## src/rtl/wb_req_arbiter.sv

```systemverilog
`default_nettype none
// ============================================================================
// Module      : wb_req_arbiter
// Description : Three-source completion FIFOs with round-robin, grant-locking
//               arbitration onto a single reorder-buffer write port.
// Revision    : 1.0 - initial release
// ============================================================================
module wb_req_arbiter #(
   parameter int DATA_W = 360,
   parameter int DEPTH  = 2
) (
   input  logic              clock,
   input  logic              reset,
   input  logic              flush,
   input  logic              alu_valid,
   output logic              alu_ready,
   input  logic [DATA_W-1:0] alu_info,
   input  logic              mul_valid,
   output logic              mul_ready,
   input  logic [DATA_W-1:0] mul_info,
   input  logic              cache_valid,
   output logic              cache_ready,
   input  logic [DATA_W-1:0] cache_info,
   output logic              out_valid,
   input  logic              out_ready,
   output logic [DATA_W-1:0] out_info,
   output logic [1:0]        out_src,
   output logic              busy
);
   localparam int c_ptr_w = (DEPTH > 1) ? $clog2(DEPTH) : 1;
   localparam int c_cnt_w = c_ptr_w + 1;
   localparam logic [c_cnt_w-1:0] c_depth = c_cnt_w'(DEPTH);

   logic [2:0]        w_push_valid;
   logic [DATA_W-1:0] w_push_info [3];
   logic [2:0]        w_ready;
   logic [2:0]        w_push;
   logic [2:0]        w_pop;
   logic [2:0]        w_nonempty;
   logic [3:0]        w_nonempty4;
   logic [DATA_W-1:0] w_head [3];

   logic [1:0] r_rr_ptr;
   logic [1:0] r_lock_src;
   logic       r_lock;
   logic [1:0] w_cand1;
   logic [1:0] w_cand2;
   logic [1:0] w_winner;
   logic [1:0] w_grant;
   logic       w_any;
   logic       w_accept;

   function automatic logic [1:0] f_next(input logic [1:0] s);
      return (s == 2'd2) ? 2'd0 : s + 2'd1;
   endfunction

   assign w_push_valid   = {cache_valid, mul_valid, alu_valid};
   assign w_push_info[0] = alu_info;
   assign w_push_info[1] = mul_info;
   assign w_push_info[2] = cache_info;
   assign alu_ready      = w_ready[0];
   assign mul_ready      = w_ready[1];
   assign cache_ready    = w_ready[2];

   generate
      for (genvar g = 0; g < 3; g++) begin : g_fifo
         logic [DATA_W-1:0]  r_mem [DEPTH];
         logic [c_ptr_w-1:0] r_wr_ptr;
         logic [c_ptr_w-1:0] r_rd_ptr;
         logic [c_cnt_w-1:0] r_count;

         assign w_ready[g]    = !reset && (r_count < c_depth);
         assign w_push[g]     = w_push_valid[g] && w_ready[g];
         assign w_pop[g]      = w_accept && (w_grant == 2'(g));
         assign w_nonempty[g] = (r_count != '0);
         assign w_head[g]     = r_mem[r_rd_ptr];

         always_ff @(posedge clock) begin
            if (w_push[g] && !flush) begin
               r_mem[r_wr_ptr] <= w_push_info[g];
            end
         end

         // Pointers are log2(DEPTH) bits wide, so increments wrap modulo DEPTH.
         always_ff @(posedge clock) begin
            if (reset || flush) begin
               r_wr_ptr <= '0;
               r_rd_ptr <= '0;
               r_count  <= '0;
            end else begin
               if (w_push[g]) begin
                  r_wr_ptr <= r_wr_ptr + c_ptr_w'(1);
               end
               if (w_pop[g]) begin
                  r_rd_ptr <= r_rd_ptr + c_ptr_w'(1);
               end
               case ({w_push[g], w_pop[g]})
                  2'b10:   r_count <= r_count + c_cnt_w'(1);
                  2'b01:   r_count <= r_count - c_cnt_w'(1);
                  default: r_count <= r_count;
               endcase
            end
         end
      end
   endgenerate

   assign w_nonempty4 = {1'b0, w_nonempty};
   assign w_cand1     = f_next(r_rr_ptr);
   assign w_cand2     = f_next(w_cand1);

   always_comb begin
      w_winner = r_rr_ptr;
      if (w_nonempty4[r_rr_ptr]) begin
         w_winner = r_rr_ptr;
      end else if (w_nonempty4[w_cand1]) begin
         w_winner = w_cand1;
      end else if (w_nonempty4[w_cand2]) begin
         w_winner = w_cand2;
      end
   end

   // A held grant keeps the output stable under backpressure.
   assign w_grant   = r_lock ? r_lock_src : w_winner;
   assign w_any     = |w_nonempty;
   assign out_valid = !reset && (r_lock || w_any);
   assign busy      = !reset && w_any;
   assign w_accept  = out_valid && out_ready;
   assign out_src   = out_valid ? w_grant : 2'd0;

   always_comb begin
      out_info = '0;
      if (out_valid) begin
         case (w_grant)
            2'd0:    out_info = w_head[0];
            2'd1:    out_info = w_head[1];
            2'd2:    out_info = w_head[2];
            default: out_info = '0;
         endcase
      end
   end

   always_ff @(posedge clock) begin
      if (reset) begin
         r_rr_ptr   <= 2'd0;
         r_lock     <= 1'b0;
         r_lock_src <= 2'd0;
      end else begin
         if (w_accept && !flush) begin
            r_rr_ptr <= f_next(w_grant);
         end
         if (flush || w_accept) begin
            r_lock <= 1'b0;
         end else if (out_valid) begin
            r_lock     <= 1'b1;
            r_lock_src <= w_grant;
         end
      end
   end
endmodule
`default_nettype wire
```

## config.mk

```make
export PLATFORM = sky130hd
export DESIGN_NAME = wb_req_arbiter
export DESIGN_NICKNAME = d
export VERILOG_FILES = /design/src/rtl/wb_req_arbiter.sv
export SDC_FILE = /design/constraint.sdc
export NUM_CORES = 2
export LEC_CHECK = 0
export BUFFER_PORTS_ARGS = -buffer_cell sky130_fd_sc_hd__buf_4
export CAP_MARGIN = 5
export CORE_AREA = 2 2 572 574
export DETAILED_ROUTE_END_ITERATION = 10
export DIE_AREA = 0 0 574 576
export SLEW_MARGIN = 15
export SYNTH_ARGS = -nofsm -noshare
export SYNTH_HDL_FRONTEND = slang
export SYNTH_SLANG_ARGS = --single-unit
```

## constraint.sdc

```tcl
create_clock -name clock -period 32.5 [get_ports clock]
set_clock_uncertainty 0.15 [all_clocks]
set_input_delay 1.625 -clock clock [delete_from_list [all_inputs] [get_ports clock]]
set_output_delay 1.625 -clock clock [all_outputs]
set_load 0.03 [all_outputs]
```

==> results.cfg <==
[logic_synthesis]
synth_top_family_by_area = multiplexers
synth-edff-count = 2160
synthTopCellsByArea = edfxtp_1, mux2i_1, o32ai_2, mux2_2, o21ai_0
syn_nets = 5894
synth_mux_area_share_pct = 12.88
ys_seq_area_share_pct = 74.52
synth_top_area_cell = edfxtp_1
ys.flop_type = edfxtp_1
avgSynthCellArea_um2 = 18.23
synthSimpleGateAreaFrac_pct = 0.3657
ys_ff_latch = 2180
synth_top_cells_by_count = edfxtp_1, mux2i_1, o21ai_0, mux2_2, o32ai_2
synth-compound-area-share_pct = 10.25
synth_area_um2 = 87580
async_flop_share_pct = 0
syn_inst = 4804
yosysTopAreaCellShare_pct = 74.06
synth_xor_area_share_pct = 0.1000
ys_types = 40
yosysMostFrequentCell = edfxtp_1
synth_warnings = 0
synth_fa_ha_area_share_pct = 0.04286

[route]
viasPerCell = 4.849
ant_nets = 0
wirelength_um = 328500
drc_errors = 0
via_count = 52550
drtIter0Drc = 5527
post_drt_wl_per_cell_um = 30.32
firstDrtPassIters = 5

[sta]
max_slew_margin_pct = 12.18
min_period_ns = 7.837
rsz0062_at_grt = no
max_freq_ghz = 0.1276
tightest_slew_ns = 1.303
drv_slew = 0
timing.hold.ws_ns = 0.3342
finalSetupViolations = 0
final_hold_viol_count = 0
tns_ns = 0
post-route-period-util_pct = 24.12

[power]
p_int_w = 0.004775
p_comb_share_pct = 8.7
power.share.switching_pct = 23.80
clkPwrFrac_pct = 40.9
leakagePower_nw = 35.41
seqPwrFrac_pct = 50.4
p_per_area_nw_per_um2 = 56.55
max-vdd-ir-drop_v = 0.00004954
power_w = 0.006267
power_switching_w = 0.001492

[grt]
overflow = 0
grt_max_degree = 152
antenna_found_initial = 122
grt_pass1_wl_um = 439700
first_global_vias = 52720
grt_use_total_pct = 18.97

[floorplanning]
pin_count = 1454
initial_core_util_pct = 26.92
die_y_um = 576
die_area_um2 = 330600
row_count = 210
fp.coreArea_um2 = 325300
die_w_um = 574

[placed_design]
dp.final_hpwl_um = 236400
port_buffers = 1453
place_congestion = 0.9037
place_area_um2 = 103400

[cts]
clk_latency_ns = 0.92
root_buffer = clkbuf_16
cts_buffers = 235
clk_path_buf_depth = 4
cts_resized = 0
ctsHoldBuffers = 0
post_cts_buffers = 0
clkTransAtPathRegs_ns = 0.06
h-tree-depth = 4
cts_tree = yes
cts_sinks = 2180

[setup_path]
cp.arrival_ns = 6.06
crit_type = flop to primary output
worstPathMaxFanout = 71
required_ns = 30.72
startpoint_type = flop
cp-end-kind = primary output

[cells_and_area]
syn_to_final_growth_pct = 26.53
fin_util_pct = 34.07
stdcell_area_um2 = 110800
drive_above_1_share_pct = 39.39
nets = 7326

[min_path]
hp-class = flop to flop

[status]
outcome = finished, final reports clean

[job]
drv_cap = 0
cells in the final DEF (no fill, tap or decap), types with 3 or more instances in the layout:
master | netlist | routed
clkbuf_1 | 251 | 65
mux2i_1 | 722 | 720
clkinvlp_4 | 0 | 6
clkinv_2 | 0 | 36
clkinv_1 | 0 | 47
bufinv_16 | 0 | 11
buf_4 | 34 | 1545
nor2_1 | 20 | 20
dfxtp_4 | 0 | 3
diode_2 | 0 | 68
nor3_2 | 1 | 4
inv_6 | 0 | 7
o32ai_2 | 280 | 278
xnor2_1 | 4 | 4
clkinv_8 | 0 | 3
or3_1 | 6 | 6
o21ai_0 | 622 | 600
mux2_2 | 360 | 360
nor3_1 | 8 | 5
a21oi_1 | 5 | 5
clkinv_4 | 0 | 3
nand2_1 | 12 | 11
clkbuf_16 | 0 | 236
inv_1 | 3 | 3
xor2_1 | 6 | 6
edfxtp_1 | 2160 | 2160
ha_1 | 3 | 3
o21ai_1 | 105 | 127
nor3b_2 | 0 | 3
dfxtp_1 | 20 | 17
clkinv_16 | 0 | 6
o32ai_1 | 80 | 80
buf_12 | 0 | 13
final cells by class:
type	instances	area (um^2)
Timing Repair Buffer	1558	11860
Sequential cell	2180	65270
Tap cell	4346	5438
Clock inverter	122	1091
Multi-Input combinational cell	2257	20810
Fill cell	31140	214500
Clock buffer	302	6163
Antenna cell	68	170.2
Inverter	4	15.01
power by group through the flow:
| stage | Clock (W) | Sequential [W] | Combinational [W] |
|---|---|---|---|
| CTS | 0.00262 | 0.00316 | 0.000549 |
| global placement | 0 | 0.00322 | 0.000538 |
| floorplan | 0 | 0.00326 | 0.000242 |
| detailed placement | 0 | 0.00322 | 0.000548 |
| finish | 0.00256 | 0.00316 | 0.000546 |
| global route | 0.00272 | 0.00316 | 0.000572 |
registers in the layout (all words and copies together) (netlist names), named ones only:
register / flops
g_fifo.r_count: 6
g_fifo.r_mem: 2160
g_fifo.r_rd_ptr: 3
g_fifo.r_wr_ptr: 3
r_lock: 1
r_lock_src: 2
r_rr_ptr: 2
path summary, 6_finish.rpt:
kind | slack, ns | cells past startpoint | from | end
min | 0.33 | 2 | g_fifo[0].r_rd_ptr | flop
max reg2reg | 27.89 | 7 | g_fifo[1].r_count[1] | g_fifo[1].r_mem[1][195]
min reg2reg | 0.33 | 2 | g_fifo[0].r_rd_ptr | flop
max | 24.66 | 9 | r_lock | out_info[165]
stage by stage:
step                      worst slack [ns]  cells
after global placement               25.19  10340
after detailed placement             25.10  10350
after CTS                            24.45  10770
final                                24.66  10840
after global routing                 24.24  10820
after floorplan                      2.286   4804
logic make-up after synthesis:
group           Yosys count
mux                    1082
simple gates             63
compound gates         1099
flops                  2180
fa+ha+maj                 3
xor+xnor                 10
buf+inv                 367
layer usage:
| layer | GRT usage [%] | wire, um | up-vias | part of all wire [%] |
|---|---|---|---|---|
| met5 | 0 | 451 | - | 0.14 |
| met4 | 7.950 | 12670 | 70 | 3.9 |
| met3 | 6.598 | 32600 | 510 | 9.9 |
| met2 | 29.54 | 151200 | 2569 | 46 |
| met1 | 23.93 | 131600 | 26950 | 40 |
| li1 | - | - | 22450 | - |
critical path, cell delays in order, from the launching register on:
cell	delay, ns
dfxtp_1	0.39
nor3_1	0.29
o221a_4	0.43
or2_4	0.58
buf_4	0.74
buf_4	0.79
buf_4	0.80
o21ai_0	0.28
o32ai_2	0.31
buf_4	0.25
No activity file was read; power rests on OpenSTA's default activity.
